==> config.mk <==
export PLATFORM = sky130hd
export DESIGN_NAME = execute
export DESIGN_NICKNAME = d
export VERILOG_FILES = /design/src/rtl/execute.sv
export SDC_FILE = /design/constraint.sdc
export NUM_CORES = 1
export LEC_CHECK = 0
export BUFFER_PORTS_ARGS = -buffer_cell sky130_fd_sc_hd__buf_2
export CAP_MARGIN = 20
export CORE_ASPECT_RATIO = 0.5
export CORE_MARGIN = 1
export CORE_UTILIZATION = 45
export CTS_BUF_LIST = sky130_fd_sc_hd__clkbuf_8
export DETAILED_ROUTE_END_ITERATION = 6
export PLACE_DENSITY = 0.72
export SLEW_MARGIN = 20
export SYNTH_ARGS = -nofsm -noshare
export SYNTH_HDL_FRONTEND = slang
export SYNTH_SLANG_ARGS = --single-unit
==> constraint.sdc <==
create_clock -name clk -period 35.1 [get_ports clk]
set_input_delay 7.02 -clock clk [delete_from_list [all_inputs] [get_ports clk]]
set_output_delay 7.02 -clock clk [all_outputs]
set_load 0.01 [all_outputs]
==> src/rtl/execute.sv <==
// Execute stage: ALU, branch resolution with wrong-path squash, and a
// shift-add MULTU unit writing HI/LO that stalls upstream while busy.
module execute #(
    parameter int MUL_CYCLES = 32
) (
    input  logic        clk,
    input  logic        rst,
    input  logic [31:0] id_ex_npc,
    input  logic [31:0] id_ex_rdata1,
    input  logic [31:0] id_ex_rdata2,
    input  logic [31:0] id_ex_sign_ext_imm,
    input  logic [4:0]  id_ex_rt,
    input  logic [4:0]  id_ex_rd,
    input  logic [1:0]  id_ex_alu_op,
    input  logic        id_ex_alu_src,
    input  logic        id_ex_reg_dst,
    input  logic        id_ex_branch,
    input  logic        id_ex_mem_read,
    input  logic        id_ex_mem_write,
    input  logic [1:0]  id_ex_ctl_wb,
    output logic        ex_stall,
    output logic        ex_mem_pc_src,
    output logic [31:0] ex_mem_npc,
    output logic [31:0] ex_mem_alu_result,
    output logic        ex_mem_zero,
    output logic [31:0] ex_mem_rdata2,
    output logic [4:0]  ex_mem_write_reg,
    output logic        ex_mem_branch,
    output logic        ex_mem_mem_read,
    output logic        ex_mem_mem_write,
    output logic [1:0]  ex_mem_ctl_wb
);
    localparam int CW = (MUL_CYCLES > 1) ? $clog2(MUL_CYCLES) : 1;
    localparam logic [CW-1:0] LAST = CW'(MUL_CYCLES - 1);

    typedef enum logic {IDLE, BUSY} mul_state_t;

    mul_state_t  state, state_nxt;
    logic [1:0]  squash_cnt;
    logic [CW-1:0] mul_cnt;
    logic [63:0] mul_acc, mul_acc_nxt, mul_mcand;
    logic [31:0] mul_mplier;
    logic [31:0] hi, lo;
    logic        mul_start, mul_done;

    logic [5:0]  funct;
    logic [31:0] op_b, alu_result;
    logic        valid, is_multu, zero, keep;

    assign funct    = id_ex_sign_ext_imm[5:0];
    assign op_b     = id_ex_alu_src ? id_ex_sign_ext_imm : id_ex_rdata2;
    assign valid    = !ex_mem_pc_src && (squash_cnt == 2'd0);
    assign is_multu = (id_ex_alu_op == 2'b10) && (funct == 6'b011001);
    assign zero     = (alu_result == 32'd0);
    // MULTU never writes a register, so it always leaves EX as a bubble.
    assign keep     = valid && !ex_stall && !is_multu;

    always_comb begin
        alu_result = 32'd0;
        case (id_ex_alu_op)
            2'b00: alu_result = id_ex_rdata1 + op_b;
            2'b01: alu_result = id_ex_rdata1 - op_b;
            2'b10: begin
                case (funct)
                    6'b100000: alu_result = id_ex_rdata1 + op_b;
                    6'b100010: alu_result = id_ex_rdata1 - op_b;
                    6'b100100: alu_result = id_ex_rdata1 & op_b;
                    6'b100101: alu_result = id_ex_rdata1 | op_b;
                    6'b101010: alu_result = {31'd0, $signed(id_ex_rdata1) < $signed(op_b)};
                    6'b010000: alu_result = hi;
                    6'b010010: alu_result = lo;
                    default:   alu_result = 32'd0;
                endcase
            end
            default: alu_result = 32'd0;
        endcase
    end

    assign mul_acc_nxt = mul_acc + (mul_mplier[0] ? mul_mcand : 64'd0);

    always_comb begin
        state_nxt = state;
        mul_start = 1'b0;
        mul_done  = 1'b0;
        ex_stall  = 1'b0;
        case (state)
            IDLE: begin
                if (valid && is_multu) begin
                    state_nxt = BUSY;
                    mul_start = 1'b1;
                    ex_stall  = 1'b1;
                end
            end
            BUSY: begin
                // Last step releases the stall so the next instruction enters EX
                // on the same edge that HI/LO are written.
                if (mul_cnt == LAST) begin
                    state_nxt = IDLE;
                    mul_done  = 1'b1;
                end else begin
                    ex_stall  = 1'b1;
                end
            end
            default: state_nxt = IDLE;
        endcase
    end

    always_ff @(posedge clk or posedge rst) begin
        if (rst) begin
            state      <= IDLE;
            mul_cnt    <= '0;
            mul_acc    <= 64'd0;
            mul_mcand  <= 64'd0;
            mul_mplier <= 32'd0;
            hi         <= 32'd0;
            lo         <= 32'd0;
        end else begin
            state <= state_nxt;
            if (mul_start) begin
                mul_mcand  <= {32'd0, id_ex_rdata1};
                mul_mplier <= id_ex_rdata2;
                mul_acc    <= 64'd0;
                mul_cnt    <= '0;
            end else if (state == BUSY) begin
                mul_acc    <= mul_acc_nxt;
                mul_mcand  <= mul_mcand << 1;
                mul_mplier <= mul_mplier >> 1;
                mul_cnt    <= mul_cnt + CW'(1);
                if (mul_done) begin
                    hi <= mul_acc_nxt[63:32];
                    lo <= mul_acc_nxt[31:0];
                end
            end
        end
    end

    // Kills the ID and IF instructions that follow the EX slot already dropped
    // while ex_mem_pc_src is high.
    always_ff @(posedge clk or posedge rst) begin
        if (rst) begin
            squash_cnt <= 2'd0;
        end else if (ex_mem_pc_src) begin
            squash_cnt <= 2'd2;
        end else if (squash_cnt != 2'd0) begin
            squash_cnt <= squash_cnt - 2'd1;
        end
    end

    always_ff @(posedge clk or posedge rst) begin
        if (rst) begin
            ex_mem_pc_src     <= 1'b0;
            ex_mem_npc        <= 32'd0;
            ex_mem_alu_result <= 32'd0;
            ex_mem_zero       <= 1'b0;
            ex_mem_rdata2     <= 32'd0;
            ex_mem_write_reg  <= 5'd0;
            ex_mem_branch     <= 1'b0;
            ex_mem_mem_read   <= 1'b0;
            ex_mem_mem_write  <= 1'b0;
            ex_mem_ctl_wb     <= 2'd0;
        end else begin
            ex_mem_pc_src     <= keep && id_ex_branch && zero;
            ex_mem_npc        <= id_ex_npc + {id_ex_sign_ext_imm[29:0], 2'b00};
            ex_mem_alu_result <= alu_result;
            ex_mem_zero       <= zero;
            ex_mem_rdata2     <= id_ex_rdata2;
            ex_mem_write_reg  <= id_ex_reg_dst ? id_ex_rd : id_ex_rt;
            ex_mem_branch     <= keep && id_ex_branch;
            ex_mem_mem_read   <= keep && id_ex_mem_read;
            ex_mem_mem_write  <= keep && id_ex_mem_write;
            ex_mem_ctl_wb     <= keep ? id_ex_ctl_wb : 2'd0;
        end
    end
endmodule

==> impl_results.md, run 1 <==
- Hold WS: 0.476 ns
- Unrepaired setup endpoints after global routing: false
- Die Height: 166 microns
- CTS tree: yes
- CTS Hold Bufs: 0
- Min-delay src: mul_mplier[25]
- Post-CTS resize count: 0
- Post-detail-place hpwl: around 58,000 microns
- Crit-path cells: buf_2 -> nor3b_1 -> and4_1 -> nor3b_1 -> nor2_1 -> a21oi_1 -> buf_2
- Comb power frac: 42.5%
- Avg Synthesized Cell Area: 8.65 sq um
- Post-synthesis register bit count: 340
- Placer congestion estimate: 1.01
- Final Max Slew Viols: 0
- Worst-Margin Slew: 1.11 ns
- CP delay by family, top: simple AND/OR/NAND/NOR gates
- First-pass GRT wire length: 120,000 microns
- Clock period minus worst slack: 16.41 ns
- Worst R2R Path Depth: 16
- Io pins: 258
- Syn Inst Count: 2,789
- Total die area: 54,600 sq um
- Area contributors post-synth: dfrtp_1 (35%), ha_1 (11%), nand2_1 (5.7%)
- Sum of negative setup slack: 0 ns
- Fin util: 51.8%
- WL per Instance: ~21 microns
- Design Power: about 1700 uW
- Vias in the first global route: 20,700
- Synth cell types: 83
- Grt ovf: 0
- Largest net degree at the start of global routing: 272
- Die width: 329 microns
- Post-DRT Antenna Nets: 0
- Cell Area, Synth: around 24,000 sq um
- Depth of the worst hold-timing path: 2
- H-Tree Depth: 2
- Flop pwr share: about a third
- PD cells: 63.2 nW/um^2
- Vias per inst: approximately 6
- Proportion of layout cells with a drive suffix above 1: 16.0%
- Area added between synthesis and finish: 12.7%
- Overall routing resource usage: approximately 28%
- Clock root buffer: clkbuf_8
- Register area share after synthesis: 35.3%
- Post-CTS Setup Bufs: 0
- Clock Sinks: 340
- Vias: 21,900
- Largest registers: mul_acc (64), mul_mcand (64)
- CP peak stage delay: 0.44 ns
- Clock buffer depth: 3
- Remaining DRCs: 12
- Final WL: 78,400 microns
- Final setup vio count: 0
- CP max-delay cell: and4_1
- Compound-gate portion of the synthesized area: 22.2%
- Worst Path Arrival: 9.39 ns
- Worst Setup SP: id_ex_alu_op[1]
- Sw frac: around two fifths
- Post-synthesis simple-gate area fraction: between 15 and 20%
- Reg-to-reg startpoint: mul_mplier[0]
- Slew margin rel.: 26.2%
- Mux cell area share after synthesis: approximately 6.2%
- CTS Buf Count: 54
- Later-pin clock latency in the skew report: 0.69 ns
- Final Cycle Share: 46.8%
- Max_cap viols: 0
- Commonest non-fill, non-tap cell in the layout: nand2_1
- Post-layout nets: about 3,300
- Switching pwr: 706 uW
- Violated checks: DRC
- Main synth FF type: dfrtp_1
- Leak pwr: roughly 0.013 uW
- Startpoint Class: input port
- Hold Vio Cnt, Final: 0
- Cell count along the critical path: 7
- Ys Warns: 0
- Number of synthesized flops with an enable pin: 0
- DR iter-0 viols: 2,241
- Synth area leader: dfrtp_1
- # rows: approximately 60
- Hold WC Path Type: reg2reg
- Pint: 1010 uW
- Post-synthesis xor/xnor area fraction: 3.61%
- Most frequent cells in the layout: nand2_1 (365), dfrtp_1 (339), buf_2 (257)
- Buf/Inv on CP: 2
- WP data required: 28.08 ns
- Peak supply drop: 0.0000376 V
- Clk pwr share: approximately 23%
- Outcome: finished with violations
- Critical path class: in2out
- Post-synth top area share: about a third
- DR pass1 iterations: 7
- F_max: between 0.06 and 0.07 GHz
- Core area: 52,500 sq um
- FFs w/ async S/R, synth: 100%
- Initial antenna violation count: 4
- Initial Util: 46.0%
- IO Port Bufs: 257
- Post-Synth Adder-Cell Area: 11.2%
- Worst Setup End Kind: output port
- Main combinational cell family by area after synthesis: compound AO/OA/AOI/OAI gates
- Clock slew at reported path FFs: 0.07 ns
- Clock skew: 0.0501 ns
- Syn_nets: roughly 3,200
- Crit path max fanout: 17
cell type report:
class | instances | area, sq um
Clock inverter | 34 | 317
Timing Repair Buffer | 280 | 1490
Sequential cell | 340 | 8510
Inverter | 132 | 503
Multi-Input combinational cell | 2166 | 14600
Fill cell | 4904 | 25300
Tap cell | 701 | 877
Antenna cell | 3 | 7.51
Clock buffer | 66 | 908
metrics by stage:
stage | setup WS, ns | instances | cell area [sq um]
after floorplan | 18.66 | 2789 | 24100
after global placement | 18.78 | 3618 | 25900
after detailed placement | 18.70 | 3618 | 25900
after CTS | 18.66 | 3718 | 27100
after global routing | 18.56 | 3722 | 27200
final | 18.69 | 3722 | 27200
cell usage after synthesis (15+ instances only):
library cell / count
o211ai_1: 28
clkbuf_1: 128
nor2b_1: 28
mux2_2: 69
dfrtp_1: 340
a22o_1: 22
nor2_1: 178
nand3_1: 39
xor2_1: 35
a22oi_1: 16
o31ai_1: 16
nand2b_1: 23
a21oi_1: 209
buf_1: 17
a221oi_1: 17
nand4_1: 24
ha_1: 209
and2_1: 82
nor3_1: 38
xnor2_1: 62
a31oi_1: 23
a21o_1: 64
a211oi_1: 33
nor4_1: 16
o21a_1: 20
nand2_1: 367
and3_1: 15
mux2i_1: 73
o21bai_1: 26
o21ai_0: 244
inv_1: 131
path summary, 6_finish.rpt:
path / to / slack [ns]
setup / recovery: ex_stall / 18.69
hold / removal: mul_mplier[24] / 0.48
setup reg to reg: hi[30] / 30.33
hold reg to reg: mul_mplier[24] / 0.48
max in group asynchronous: ex_mem_npc[17] / 27.01
min in group asynchronous: ex_mem_npc[1] / 6.51
kinds of logic after synthesis:
| logic type | Yosys count |
|---|---|
| AO/OA/AOI/OAI | 838 |
| buffers and inverters | 283 |
| AND/OR/NAND/NOR | 875 |
| adder cells (fa/ha/maj) | 213 |
| multiplexers | 142 |
| XOR/XNOR | 98 |
| flip-flops | 340 |
metal layers:
layer,share of wire [%],track usage (%),wire (microns),up-vias
li1,-,-,-,10300
met1,47,42.5,37000,10700
met2,42,41.1,33100,824
met3,9.1,6.24,7160,85
met4,1.4,5.25,1100,0
met5,0,0,0,-
power by group through the flow:
stage          registers, uW  logic, uW  clock network (uW)
6_report                 594        729                 394
5_1_grt                  608        811                 421
4_1_cts                  592        721                 400
3_5_place_dp             597        717                   0
3_3_place_gp             593        703                   0
2_1_floorplan            579        533                   0
tightest hold or removal path, delay by kind of cell, from the launching register on:
kind / cells / cell delay (ns)
AO/OA/AOI/OAI: 1 / 0.06
flip-flops: 1 / 0.34
AND/OR/NAND/NOR: 1 / 0.05
No activity file was read; power rests on OpenSTA's default activity.
==> run 2, diff against run 1 <==
--- a/config.mk
+++ b/config.mk
@@ -12,7 +12,7 @@
 export CORE_UTILIZATION = 45
 export CTS_BUF_LIST = sky130_fd_sc_hd__clkbuf_8
 export DETAILED_ROUTE_END_ITERATION = 6
-export PLACE_DENSITY = 0.72
+export PLACE_DENSITY = 0.74
 export SLEW_MARGIN = 20
 export SYNTH_ARGS = -nofsm -noshare
 export SYNTH_HDL_FRONTEND = slang
==> constraint.sdc (replaced) <==
create_clock -name clk -period 14.49 [get_ports clk]
set_input_delay 2.898 -clock clk [delete_from_list [all_inputs] [get_ports clk]]
set_output_delay 2.898 -clock clk [all_outputs]
set_load 0.01 [all_outputs]
==> run 2 against run 1 <==
Effect of this change: worst hold slack better by 0.0079 ns; first-iteration DRC count is 3.6% higher; die area stayed put; sequential cell count stayed put; count of clock-buffer cells in the layout is 2 higher; the flow still finishes with violations (DRC); clock power is 130% higher; worst setup slack worse by 12 ns; routed wire length is 1.2% higher; cell area is 0.41% lower.
==> impl_results.md, run 2 (synthesis results as in run 1) <==
- Final setup vio count: 0 (unchanged)
- Final WL: 79,300 microns (+1.2%)
- Peak supply drop: 0.0000919 V (+140%)
- Worst-Margin Slew: 1.04 ns (-0.0635 ns)
- Total die area: 54,600 sq um (unchanged)
- Post-CTS resize count: 0 (unchanged)
- F_max: ~0.12 GHz
- Max_cap viols: 0 (unchanged)
- Final Max Slew Viols: 0 (unchanged)
- Hold WC Path Type: reg2reg
- Placer congestion estimate: 0.999 (-1.1%)
- Post-layout nets: 3,333 (-0.090%)
- Area added between synthesis and finish: 12.2%
- Vias in the first global route: 21,000 (+1.5%)
- Clock slew at reported path FFs: 0.06 ns (about the same)
- Max Used Layer: met4
- Crit path max fanout: 17 (unchanged)
- Vias per inst: 5.93 (+0.79%)
- Io pins: 258 (unchanged)
- DR iter-0 viols: 2,322 (+3.6%)
- H-Tree Depth: 2 (unchanged)
- CTS Buf Count: 54 (unchanged)
- Proportion of layout cells with a drive suffix above 1: 15.5% (-0.43 points)
- Die Height: 166 microns (unchanged)
- Hold WS: 0.484 ns (+0.00788 ns)
- Overall routing resource usage: 28.7% (+0.53 points)
- Clock root buffer: clkbuf_8
- Unrepaired setup endpoints after global routing: false
- Core area: 52,500 sq um (unchanged)
- Fill count: 4,898 (-0.12%)
- Clock period minus worst slack: 8.18 ns
- Post-CTS Setup Bufs: 0 (unchanged)
- WL per Instance: 21.4 microns (+1.4%)
- Slew margin rel.: 30.2% (+4.0 points)
- Commonest non-fill, non-tap cell in the layout: nand2_1
- Met3 WL post-DR: 7260 microns (+1.5%)
- Post-DRT Antenna Nets: 0 (unchanged)
- Startpoint Class: input port
- CTS tree: yes
- Most frequent cells in the layout: nand2_1 (365), dfrtp_1 (339), buf_2 (257)
- Post-detail-place hpwl: 58,900 microns (+2.2%)
- Critical path class: in2out
- Final Cycle Share: between 50% and 60%
- Sum of negative setup slack: 0 ns (unchanged)
- IO Port Bufs: 257 (unchanged)
- Initial antenna violation count: 2 (-2)
- Clock buffer depth: 3 (unchanged)
- First-pass GRT wire length: 123,000 microns (+2.1%)
- PD cells: 152 nW/um^2 (+140%)
- DR pass1 iterations: 7 (unchanged)
- Later-pin clock latency in the skew report: 0.69 ns (about the same)
- Clock Sinks: 340 (unchanged)
- Outcome: finished with violations
- Violated checks: DRC
- Die width: 329 microns (unchanged)
- Worst Path Arrival: 5.28 ns (-4.11 ns)
- Metal-1 WL: 37,000 microns (about the same)
- Largest net degree at the start of global routing: 269 (-1.1%)
- # rows: 59 (unchanged)
- Worst Setup End Kind: output port
- WP data required: 11.59 ns (-16.49 ns)
- Hold Vio Cnt, Final: 0 (unchanged)
- Clock skew: 0.0416 ns (-0.00841 ns)
- Initial Util: 46.0% (unchanged)
- Leak pwr: 0.0132 uW (-0.26%)
- Vias: 22,000 (+0.60%)
- Largest registers: mul_acc (64), mul_mcand (64)
- Remaining DRCs: 12 (unchanged)
- WL met2: 33,300 microns (+0.58%)
- Grt ovf: 0 (unchanged)
- CTS Hold Bufs: 0 (unchanged)
[run 2: cell count changes in the layout (fill, tap and decap cells not counted), sizes merged]
| cell | change |
|---|---|
| buf | -3 |
| bufinv | -2 |
| clkbuf | +2 |
| clkinv | -11 |
| clkinvlp | -1 |
| diode | -1 |
| inv | +9 |
[run 2: path summary, 6_finish.rpt]
path	slack (ns)	startpoint	cells past startpoint	to
max	6.31	id_ex_alu_op[1]	7	ex_stall
min	0.48	mul_mplier[1]	2	mul_mplier[0]
max reg2reg	9.80	mul_mplier[0]	16	hi[30]
min reg2reg	0.48	mul_mplier[1]	2	mul_mplier[0]
max in group asynchronous	9.79	rst	4	state
min in group asynchronous	2.41	rst	2	ex_mem_npc[1]
[run 2: final cells by class]
class / instances / area (sq um) / share of cell area, %
sequential: 340 / 8510 / 31.4
timing repair buffer: 277 / 1450 / 5.37
inverter: 132 / 503 / 1.86
clock inverter: 29 / 220 / 0.813
clock buffer: 68 / 936 / 3.46
multi-input combinational: 2166 / 14600 / 53.8
tap: 701 / 877 / 3.24
antenna: 2 / 5.00 / 0.0185
[run 2: metal layers]
layer | track usage, % | vias to the layer above
met5 | 0 | -
met4 | 6.86 | 0
met2 | 41.7 | 893
met3 | 6.52 | 135
met1 | 42.7 | 10700
li1 | - | 10300
[run 2: where the power goes]
group,switching [uW],internal (uW),leakage (uW)
logic,1070,696,0.00830
registers,197,1240,0.00428
clock network,430,478,0.000657
total,1700,2420,0.0132
[run 2: stage by stage]
stage | cell area (sq um) | cells | power [uW] | worst slack (ns) | util, %
after floorplan | 24100 | 2789 | 2700 | 2.17 | -
after detailed placement | 25900 | 3616 | 3190 | 6.11 | 49.4
after CTS | 27100 | 3713 | 4110 | 6.34 | 51.6
after global placement | 25900 | 3616 | 3140 | 6.09 | 49.4
after global routing | 27100 | 3715 | 4410 | 6.17 | 51.6
final | 27100 | 3715 | 4120 | 6.31 | 51.6
[run 2: worst max-delay path, cell delays in order]
cell     delay (ns)
buf_2          0.41
nor3b_1        0.35
and4_1         0.44
nor3b_1        0.37
nor2_1         0.32
a21oi_1        0.30
buf_2          0.18
